[src/rtl/elevator_request_sched.sv]
// elevator_request_sched
// Upstream request scheduler for the elevator state machine. Hall calls and
// cab presses accumulate in a pending-floor bitmap; a SCAN policy picks the
// next target, which is offered over a valid/ready handshake. After every
// arrival the doors dwell for a fixed number of cycles before the next
// target is chosen.

module elevator_request_sched #(
  parameter int FLOORS      = 4,
  parameter int FLOOR_W     = 2,
  parameter int DOOR_CYCLES = 8
) (
  input  logic               clk,
  input  logic               reset,
  input  logic [FLOORS-1:0]  hall_call,
  input  logic               cab_valid,
  input  logic [FLOOR_W-1:0] cab_floor,
  input  logic [FLOOR_W-1:0] cur_floor,
  input  logic               arrived,
  output logic               target_valid,
  output logic [FLOOR_W-1:0] target_floor,
  input  logic               target_ready,
  output logic [FLOORS-1:0]  pending,
  output logic               dir_up,
  output logic               door_open
);

  typedef enum logic [2:0] {
    S_IDLE,
    S_SELECT,
    S_ISSUE,
    S_MOVING,
    S_DOOR
  } state_t;

  // Counter reload; the door stays open while the counter walks down to zero.
  localparam logic [7:0] DWELL_LOAD = 8'(DOOR_CYCLES - 1);

  // One-hot decode of a floor index. Indices at or above FLOORS decode to
  // zero, which is how out-of-range cab presses are dropped.
  function automatic logic [FLOORS-1:0] onehot(input logic [FLOOR_W-1:0] idx);
    logic [FLOORS-1:0] v;
    v = '0;
    for (int i = 0; i < FLOORS; i++) begin
      if (idx == FLOOR_W'(i)) v[i] = 1'b1;
    end
    return v;
  endfunction

  state_t             state_q;
  logic [FLOORS-1:0]  pending_q;
  logic [FLOORS-1:0]  pending_d;
  logic               targetValid_q;
  logic [FLOOR_W-1:0] targetFloor_q;
  logic               dirUp_q;
  logic               doorOpen_q;
  logic [7:0]         dwellCnt_q;

  logic [FLOORS-1:0]  cabMask;
  logic [FLOORS-1:0]  curMask;
  logic [FLOORS-1:0]  pressMask;
  logic [FLOORS-1:0]  clearMask;
  logic               idleHit;
  logic               otherPending;
  logic               clearCur;

  logic               haveAbove;
  logic               haveBelow;
  logic [FLOOR_W-1:0] lowAbove;
  logic [FLOOR_W-1:0] highBelow;

  // Merge new presses into the bitmap and clear the current floor whenever the cab is being served there.
  always_comb begin
    cabMask      = cab_valid ? onehot(cab_floor) : '0;
    curMask      = onehot(cur_floor);
    pressMask    = hall_call | cabMask;
    idleHit      = |((pressMask | pending_q) & curMask);
    otherPending = |(pending_q & ~curMask);
    clearCur     = arrived || (state_q == S_DOOR) || ((state_q == S_IDLE) && idleHit);
    clearMask    = clearCur ? curMask : '0;
    pending_d    = (pending_q | pressMask) & ~clearMask;
  end

  // Find the nearest pending floor above and below the cab for the SCAN choice.
  always_comb begin
    haveAbove = 1'b0;
    haveBelow = 1'b0;
    lowAbove  = '0;
    highBelow = '0;
    for (int i = FLOORS - 1; i >= 0; i--) begin
      if (pending_q[i] && (FLOOR_W'(i) > cur_floor)) begin
        haveAbove = 1'b1;
        lowAbove  = FLOOR_W'(i);
      end
    end
    for (int i = 0; i < FLOORS; i++) begin
      if (pending_q[i] && (FLOOR_W'(i) < cur_floor)) begin
        haveBelow = 1'b1;
        highBelow = FLOOR_W'(i);
      end
    end
  end

  // Pending request register.
  always_ff @(posedge clk) begin
    if (reset) begin
      pending_q <= '0;
    end else begin
      pending_q <= pending_d;
    end
  end

  // Scheduler FSM with registered handshake, direction and door outputs.
  always_ff @(posedge clk) begin
    if (reset) begin
      state_q       <= S_IDLE;
      targetValid_q <= 1'b0;
      targetFloor_q <= '0;
      dirUp_q       <= 1'b1;
      doorOpen_q    <= 1'b0;
      dwellCnt_q    <= '0;
    end else begin
      case (state_q)
        S_IDLE: begin
          if (idleHit) begin
            state_q    <= S_DOOR;
            doorOpen_q <= 1'b1;
            dwellCnt_q <= DWELL_LOAD;
          end else if (otherPending) begin
            state_q <= S_SELECT;
          end
        end

        S_SELECT: begin
          if (dirUp_q && haveAbove) begin
            targetFloor_q <= lowAbove;
            targetValid_q <= 1'b1;
            state_q       <= S_ISSUE;
          end else if (haveBelow) begin
            targetFloor_q <= highBelow;
            dirUp_q       <= 1'b0;
            targetValid_q <= 1'b1;
            state_q       <= S_ISSUE;
          end else if (haveAbove) begin
            targetFloor_q <= lowAbove;
            dirUp_q       <= 1'b1;
            targetValid_q <= 1'b1;
            state_q       <= S_ISSUE;
          end else begin
            state_q <= S_IDLE;
          end
        end

        S_ISSUE: begin
          if (target_ready) begin
            targetValid_q <= 1'b0;
            state_q       <= S_MOVING;
          end
        end

        S_MOVING: begin
          if (arrived) begin
            state_q    <= S_DOOR;
            doorOpen_q <= 1'b1;
            dwellCnt_q <= DWELL_LOAD;
          end
        end

        S_DOOR: begin
          if (dwellCnt_q == 8'd0) begin
            doorOpen_q <= 1'b0;
            state_q    <= (|pending_q) ? S_SELECT : S_IDLE;
          end else begin
            dwellCnt_q <= dwellCnt_q - 8'd1;
          end
        end

        default: begin
          state_q <= S_IDLE;
        end
      endcase
    end
  end

  assign target_valid = targetValid_q;
  assign target_floor = targetFloor_q;
  assign pending      = pending_q;
  assign dir_up       = dirUp_q;
  assign door_open    = doorOpen_q;

endmodule

[config.mk]
export PLATFORM = sky130hd
export DESIGN_NAME = elevator_request_sched
export DESIGN_NICKNAME = d
export VERILOG_FILES = /design/src/rtl/elevator_request_sched.sv
export SDC_FILE = /design/constraint.sdc
export NUM_CORES = 1
export LEC_CHECK = 0
export BUFFER_PORTS_ARGS = -buffer_cell sky130_fd_sc_hd__clkbuf_2
export CAP_MARGIN = 20
export CORE_MARGIN = 8
export CORE_UTILIZATION = 55
export DETAILED_ROUTE_END_ITERATION = 16
export GPL_ROUTABILITY_DRIVEN = 0
export GPL_TIMING_DRIVEN = 1
export PLACE_DENSITY = 0.76
export SYNTH_ARGS = -nofsm -noshare
export SYNTH_HDL_FRONTEND = slang
export SYNTH_SLANG_ARGS = --single-unit
[constraint.sdc]
create_clock -name clk -period 2.2 [get_ports clk]
set_clock_uncertainty 0.15 [all_clocks]
set_input_delay 0.44 -clock clk [delete_from_list [all_inputs] [get_ports clk]]
set_output_delay 0.44 -clock clk [all_outputs]
set_load 0.1 [all_outputs]
-- Yosys cells after proc, flatten, opt, wreduce, memory -nomap -nowiden
Index checks and enable logic that the tools add are counted.
- add/sub/neg operators: 1
- $lt $le $gt $ge: 8
- equality and inequality tests: 17
- mux-type cells: 52
- bitwise logic cells: 8
- reductions and logical operators: 29
- operators with widths (operator ; number):
    1-bit 2-to-1 mux ; 26
    2-bit 2-to-1 mux ; 12
    8-bit 2-to-1 mux ; 3
    8-bit case mux with 3 select lines ; 1
    3-bit 2-to-1 mux ; 5
    3-bit case mux with 5 select lines ; 1
    4-bit bitwise AND ; 3
    4-bit AND reduction ; 3
    4-bit OR reduction ; 3
    1-bit logical AND ; 10
    2-bit == test (second input constant) ; 4
    8-bit logical NOT ; 1
    4-bit 2-to-1 mux ; 2
    2-bit != test (second input constant) ; 4
    4-bit NOT ; 2
    4-bit bitwise OR ; 2
    8-bit by 1-bit subtractor with 8-bit output (second input constant) ; 1
    3-bit by 2-bit == test with 1-bit output (second input constant) ; 2
    3-bit AND reduction ; 2
    3-bit nonzero test ; 2
    2-bit by 1-bit == test with 1-bit output (second input constant) ; 2
    1-bit by 2-bit > comparator with 1-bit output (first input constant) ; 2
    2-bit > comparator (first input constant) ; 2
    2-bit logical NOT ; 2
    other kinds (14) ; 18
- register bits after elaboration: 20
- output and inout bits: 9
- logic and storage cells: 122

-- Logic depth before layout (Yosys ltp)
Gate-level depths: netlist of the first run.
- depth after elaboration: 12
- depth in mapped cells: 8

-- Worst setup path after synthesis of the first run
No wires, ideal clock.
- kind: register -> register
- from: register pending_q[2], in the netlist pending[2]
- to: register dwellCnt_q[2]
- library setup time: 0.088 ns
- data arrival time: 2.285 ns
- required time: 1.962 ns
- setup slack: -0.324 ns
- cell stages (with the launch flop): 8
- cell sequence: dfxtp_1 buf_2 nor3_1 a221oi_1 nor2_1 a31oi_4 a21oi_2 a311oi_2
- word-level cells in the longest chain between the ends: 5
- RTL lines (item ; RTL line ; RTL):
    start, declared ; 51 ; logic [FLOORS-1:0] pending_q;
    start signal, assigned ; 109 ; pending_q <= pending_d;
    4-bit bitwise OR ; 77 ; idleHit = |((pressMask | pending_q) & curMask);
    4-bit bitwise AND ; 77 ;
    4-bit OR reduction ; 77 ;
    2-bit != test (no line) ; n/a ;
    4-bit AND reduction (no line) ; n/a ;
    end signal, assigned ; 174 ; dwellCnt_q <= dwellCnt_q - 8'd1;
    end, declared ; 57 ; logic [7:0] dwellCnt_q;
No other way between the ends.
A chain may end at the register's enable or synchronous reset.

-- Worst setup path in the final report of the first run
- from: register dwellCnt_q[0]
- to: register dwellCnt_q[4]
- word-level cells in the longest chain between the ends: 3
- elaborated cells between the ends (all ways): 6
- those cells by class: 1 x add/sub; 1 x eq/ne; 2 x mux; 2 x reduce/logical
- RTL lines (item ; RTL line):
    8-bit by 1-bit subtractor with 8-bit output or 8-bit logical NOT (tied branches) ; 174, 170
    8-bit 2-to-1 mux or 2-bit != test (tied branches) ; n/a
    8-bit case mux with 3 select lines or 4-bit AND reduction (tied branches) ; n/a
Parallel ways exist; a longest one is shown, timed or not. The select of a mux whose other input is x is not followed.

==> out/results.ini, run 1 <==
[synth]
yosysSeqAreaShare = 0.308
yosysTopAreaCell = dfxtp_1
synth_top_flop_cell = dfxtp_1
synth_cell_types = 50
synth_most_common_cell = dfxtp_1
ys_warn_count = 0
ys_async_sr_fraction = 0
synthCells = 161
synth-edff-count = 0
synth.top_cell.area_share = 0.308
ys_ff_latch = 20
synth.area.top_cells = dfxtp_1 31%, nand2_1 5.5%, nor2_1 5.2%, a21oi_1 4.6%, a211oi_1 2.9%
synth_area_per_cell_um2 = 8.07
syn-cell-area_mm2 = 0.00130
syn_nets = 176
synthTopCellsByCount = 20 x dfxtp_1, 19 x nand2_1, 18 x nor2_1

[clocking]
cts.clk_slew.worst_paths_ns = 0.12
numCtsBuffers = 3
cts_tree = built
cts_num_sinks = 20
cts_hold_buf = 0
clockRootBuffer = clkbuf_4
clock_latency_ns = 0.30
cts-resized-gates = 0
clockBufferDepth = 2
cts_max_level = 1
post_cts_buffers = 0

[worst_setup_path]
crit_path_frequent_cell = nand2_1
slowest_stage = nor3b_2
crit_required_ns = 2.29
crit_fanout = 9
endpoint_kind = register
path_cells = inv_1 > ha_1 > nor3b_2 > nand2_1 > nand2_1 > a31oi_4 > nand2b_1 > a21oi_1
cp-start-kind = register
cp.arrival_ns = 2.15
max_stage_delay_ns = 0.39
path_class = register to register

[routing]
wirelength_mm = 3.05
postRouteAntennaNets = 0
post_drt_wl_per_cell_um = 14.5
first_iter_violations = 54
dr.pass1.iters = 4
vias_per_cell = 6.08
vias = 1282
drc = 0

[sta]
period_minus_slack_ns = 2.06
fmax_mhz = 485
worst_pin_slew_ns = 0.565
max_slew_margin = 0.625
setup_viol = 0
drv_slew = 0
rsz0062_at_grt = false
hold_viol = 0
fin_crit_sh = 0.937
fin_setup_tns_ns = 0

[cells_and_area]
area_growth_pct = 12.9
design_area_mm2 = 0.00147
final_layout_size_suffix_gt1_frac = 0.273
antenna_cells = 0
fin_nets = 200

[global_routing]
grt_util_all_layers = 0.146
grt_max_degree = 21
grt_pass1_vias = 1153
overflow = 0
antenna_found_initial = 0
grt_pass1_wl_mm = 5.13

[place]
io_buffers = 21
post-dp-hpwl_mm = 2.32
postPlaceCellArea_mm2 = 0.00144

[hold_path]
hp-class = input pin to register

[floorplan]
initial_core_util = 0.582
rows = 17
dieHeight_um = 64.6
die-area_mm2 = 0.00417
die_w_um = 64.6
io-pin-count = 22
core_mm2 = 0.00223

[job]
drv_cap = 0

[pwr]
leakagePower_nw = 0.589
p_per_area_mw_per_mm2 = 1270
ir_drop_mv = 0.810

[run_status]
status = completed

==> sequential cells by signal (all words and copies together) (netlist names) <==
| name | flops |
|---|---|
| target_floor | 2 |
| state_q | 3 |
| target_valid | 1 |
| dir_up | 1 |
| pending | 4 |
| dwellCnt_q | 8 |
| door_open | 1 |
==> routing by layer <==
metal,part of all wire,vias to the layer above,GRT usage,wire (µm)
li1,-,645,-,-
met1,0.46,592,0.187,1420
met2,0.47,40,0.230,1440
met3,0.050,5,0.0326,152
met4,0.013,0,0.0627,41
met5,0,-,0,0
==> path summary, 6_finish.rpt <==
path | startpoint | to | slack, ns | cells past startpoint
min reg2reg | target_valid | target_valid | 0.33 | 2
min | cur_floor[1] | pending[3] | 0.28 | 2
max | dwellCnt_q[0] | dwellCnt_q[4] | 0.14 | 8
max reg2reg | dwellCnt_q[0] | dwellCnt_q[4] | 0.14 | 8
==> cell type report <==
class | count | area [µm²]
repair buffers | 28 | 158
flip-flops and latches | 20 | 405
multi-input cells | 126 | 823
fillers | 202 | 767
well taps | 28 | 35.0
clock buffers | 3 | 22.5
inverters | 6 | 22.5
==> power by group <==
| part | total (W) | switching [W] | internal, W | leakage (nW) |
|---|---|---|---|---|
| Combinational | 0.00110 | 0.000709 | 0.000389 | 0.410 |
| Clock | 0.000182 | 0.000118 | 0.0000639 | 0.0138 |
| Sequential | 0.000585 | 0.000125 | 0.000460 | 0.165 |
==> cells in the final DEF, fill, tap and decap left out, types with 3 or more instances in the layout <==
master     n
buf_4      7
inv_1      6
dfxtp_1   16
nor2_1    18
nor3_1     6
a221oi_1   4
nand2_1   19
clkbuf_4   3
nand3b_1   3
dfxtp_2    4
nand2b_1   5
clkbuf_2  21
a21oi_1   12
o21ai_0    5
a211oi_1   5
a31oi_1    4
a311oi_1   4
==> stage by stage <==
stage	std cells	total power, W	hold slack, ns	util	worst slack, ns
after CTS	211	0.00187	0.267	0.657	0.146
after detailed placement	208	0.00168	0.314	0.646	-0.0427
after global placement	208	0.00165	0.298	0.646	0.0362
final	211	0.00187	0.275	0.657	0.139
after floorplan	161	0.00149	0.311	-	0.0164
after global routing	211	0.00199	0.281	0.657	0.0306
==> cells by family (layout without fill, tap and decap cells) <==
kind of cell / Yosys count / count (layout) / synth area share
multiplexers: 3 / 3 / 0.0241
flip-flops: 20 / 20 / 0.308
adder cells (fa/ha/maj): 2 / 2 / 0.0193
AO/OA/AOI/OAI: 50 / 50 / 0.296
AND/OR/NAND/NOR: 71 / 71 / 0.295
buffers and inverters: 15 / 37 / 0.0578
==> critical path: cells and delay by family, from the launching register on <==
family | cells | cell delay (ns)
AOI/OAI and AO/OA | 2 | 0.32
adders and majority gates | 1 | 0.16
buffers and inverters | 1 | 0.08
DFF | 1 | 0.35
and+or+nand+nor | 4 | 0.94
(Power assumes the default switching activity.)
==> run 2: changes to the inputs <==
REMOVE_ABC_BUFFERS = 1   (was unset)
==> out/results.ini, run 2 (synthesis results as in run 1) <==
[sta]
max_slew_margin = 0.639  ; was 0.625
rsz0062_at_grt = false  ; unchanged
worst_pin_slew_ns = 0.544  ; was 0.565 ns
setup_viol = 0  ; unchanged
setup_ws_ns = 0.150  ; was 0.139 ns
hold_viol = 0  ; unchanged
fmax_mhz = 488  ; was 485 MHz
fin_setup_tns_ns = 0  ; unchanged
fin_crit_sh = 0.932  ; was 0.937
period_minus_slack_ns = 2.05  ; was 2.06 ns
drv_slew = 0  ; unchanged

[worst_setup_path]
r2r_cells = 8  ; unchanged
slowest_stage = dfxtp_1  ; was nor3b_2
cp.arrival_ns = 2.13  ; was 2.15 ns
path_class = register to register  ; unchanged
cp-startpoint = dwellCnt_q[0]  ; unchanged
endpoint_kind = register  ; unchanged
crit_fanout = 9  ; unchanged
crit_path_frequent_cell = nand2_1  ; unchanged
crit_required_ns = 2.28  ; was 2.29 ns
path_cells = inv_1 > ha_1 > nor3b_4 > nand2_1 > nand2_1 > a31oi_4 > a21oi_2 > a311oi_2  ; was inv_1 > ha_1 > nor3b_2 > nand2_1 > nand2_1 > a31oi_4 > nand2b_1 > a21oi_1
max_stage_delay_ns = 0.40  ; was 0.39 ns
worst-path-buf-inv = 1  ; unchanged
crit_family = compound AO/OA/AOI/OAI gates  ; was simple AND/OR/NAND/NOR gates
r2r_start = dwellCnt_q[0]  ; unchanged
cp_num_cells = 8  ; unchanged
cp-start-kind = register  ; unchanged

[cells_and_area]
fin_cells = 214  ; was 211
max_flop_register = dwellCnt_q  ; unchanged
most-common-layout-cells = 21 x clkbuf_2, 20 x dfxtp_1, 19 x nand2_1  ; was 21 x clkbuf_2, 19 x nand2_1, 18 x nor2_1
largest_register_ffs = 8  ; unchanged
area_growth_pct = 17.0  ; was 12.9%
final_layout_size_suffix_gt1_frac = 0.269  ; was 0.273
fin_nets = 202  ; was 200
design_area_mm2 = 0.00152  ; was 0.00147 mm²
antenna_cells = 0  ; unchanged
final_common_cell = clkbuf_2  ; unchanged

[routing]
wirelength_mm = 3.19  ; was 3.05 mm
dr.pass1.iters = 4  ; unchanged
drc = 0  ; unchanged
first_iter_violations = 76  ; was 54
post_drt_wl_per_cell_um = 14.9  ; was 14.5 µm
vias = 1268  ; was 1,282
postRouteAntennaNets = 0  ; unchanged
vias_per_cell = 5.93  ; was 6.08

[floorplan]
io-pin-count = 22  ; unchanged
die_w_um = 64.6  ; unchanged
rows = 17  ; unchanged
die-area_mm2 = 0.00417  ; unchanged
core_mm2 = 0.00223  ; unchanged
initial_core_util = 0.582  ; unchanged
dieHeight_um = 64.6  ; unchanged

[pwr]
p_seq_frac = 0.285  ; was 0.313
p_sw_frac = 0.473  ; was 0.511
switchingPower_w = 0.000963  ; was 0.000952 W
clock_power_share = 0.150  ; was 0.098
leakagePower_nw = 0.616  ; was 0.589 nW
p_per_area_mw_per_mm2 = 1340  ; was 1270 mW/mm²
pwr-share-comb = 0.566  ; was 0.589
ir_drop_mv = 0.711  ; was 0.810 mV
intPower_w = 0.00107  ; was 0.000913 W

[clocking]
cts_num_sinks = 20  ; unchanged
cts_max_level = 1  ; unchanged
numCtsBuffers = 3  ; unchanged
clockRootBuffer = clkbuf_4  ; unchanged
cts.clk_slew.worst_paths_ns = 0.12  ; about the same
cts_tree = built  ; unchanged
clock_latency_ns = 0.31  ; was 0.30 ns
clockBufferDepth = 2  ; unchanged

[hold_path]
hp-start = hall_call[2]  ; was cur_floor[1]
hp-class = input pin to register  ; unchanged
hold_depth = 3  ; was 2

[global_routing]
grt_pass1_wl_mm = 5.51  ; was 5.13 mm
grt_pass1_vias = 1253  ; was 1,153
grt_util_all_layers = 0.159  ; was 0.146
antenna_found_initial = 0  ; unchanged
grt_max_degree = 21  ; unchanged
overflow = 0  ; unchanged

[place]
dp_slack_ns = -0.0504  ; was -0.0427 ns
io_buffers = 21  ; unchanged
dp_cells = 210  ; was 208
post-dp-hpwl_mm = 2.40  ; was 2.32 mm
postPlaceCellArea_mm2 = 0.00145  ; was 0.00144 mm²

[run_status]
status = completed  ; unchanged

[job]
drv_cap = 0  ; unchanged

-- run 2: changes by cell type in the layout (fill, tap and decap cells not counted), sizes merged --
cell    previous run  this run
buf                7         9
bufinv             0         1
-- run 2: final cells by class --
cell class / count / area, µm²
Fill cell: 194 / 714
Clock buffer: 3 / 22.5
Tap cell: 28 / 35.0
Sequential cell: 20 / 400
Timing Repair Buffer: 30 / 173
Inverter: 6 / 22.5
Clock inverter: 1 / 30.0
Multi-Input combinational cell: 126 / 836
-- run 2: tightest hold or removal path, delay by kind of cell --
family                 cells  cell delay, ns
buffers and inverters      1            0.09
AND/OR/NAND/NOR            1            0.08
AO/OA/AOI/OAI              1            0.08
-- run 2: through the flow --
step	power, W	hold slack [ns]	util
2_1_floorplan	0.00143	0.306	-
3_3_place_gp	0.00167	0.291	0.651
3_5_place_dp	0.00171	0.321	0.651
4_1_cts	0.00202	0.258	0.675
5_1_grt	0.00219	0.298	0.680
6_report	0.00203	0.270	0.680
-- run 2: final timing paths --
| check | to | slack, ns |
|---|---|---|
| hold reg to reg | target_valid | 0.33 |
| hold / removal | pending[2] | 0.27 |
| setup reg to reg | dwellCnt_q[2] | 0.15 |
| setup / recovery | dwellCnt_q[2] | 0.15 |
-- run 2: power by group through the flow --
stage | registers [W] | logic (W) | clock network, W
5_1_grt | 0.000596 | 0.00127 | 0.000325
3_3_place_gp | 0.000574 | 0.00110 | 0
2_1_floorplan | 0.000773 | 0.000657 | 0
3_5_place_dp | 0.000581 | 0.00113 | 0
6_report | 0.000579 | 0.00115 | 0.000305
4_1_cts | 0.000571 | 0.00113 | 0.000315
-- run 2: metal layers --
layer  vias up  GRT usage  part of all wire
li1        642          -                 -
met4         0     0.0736             0.015
met5         -          0                 0
met3         6     0.0326             0.051
met2        49      0.251              0.47
met1       571      0.202              0.46
-- run 2: what timing repair did --
item,CTS,global route
setup endpoints to repair,0,7
buffers inserted,0,0
gates resized for setup,0,2
hold buffers,0,0
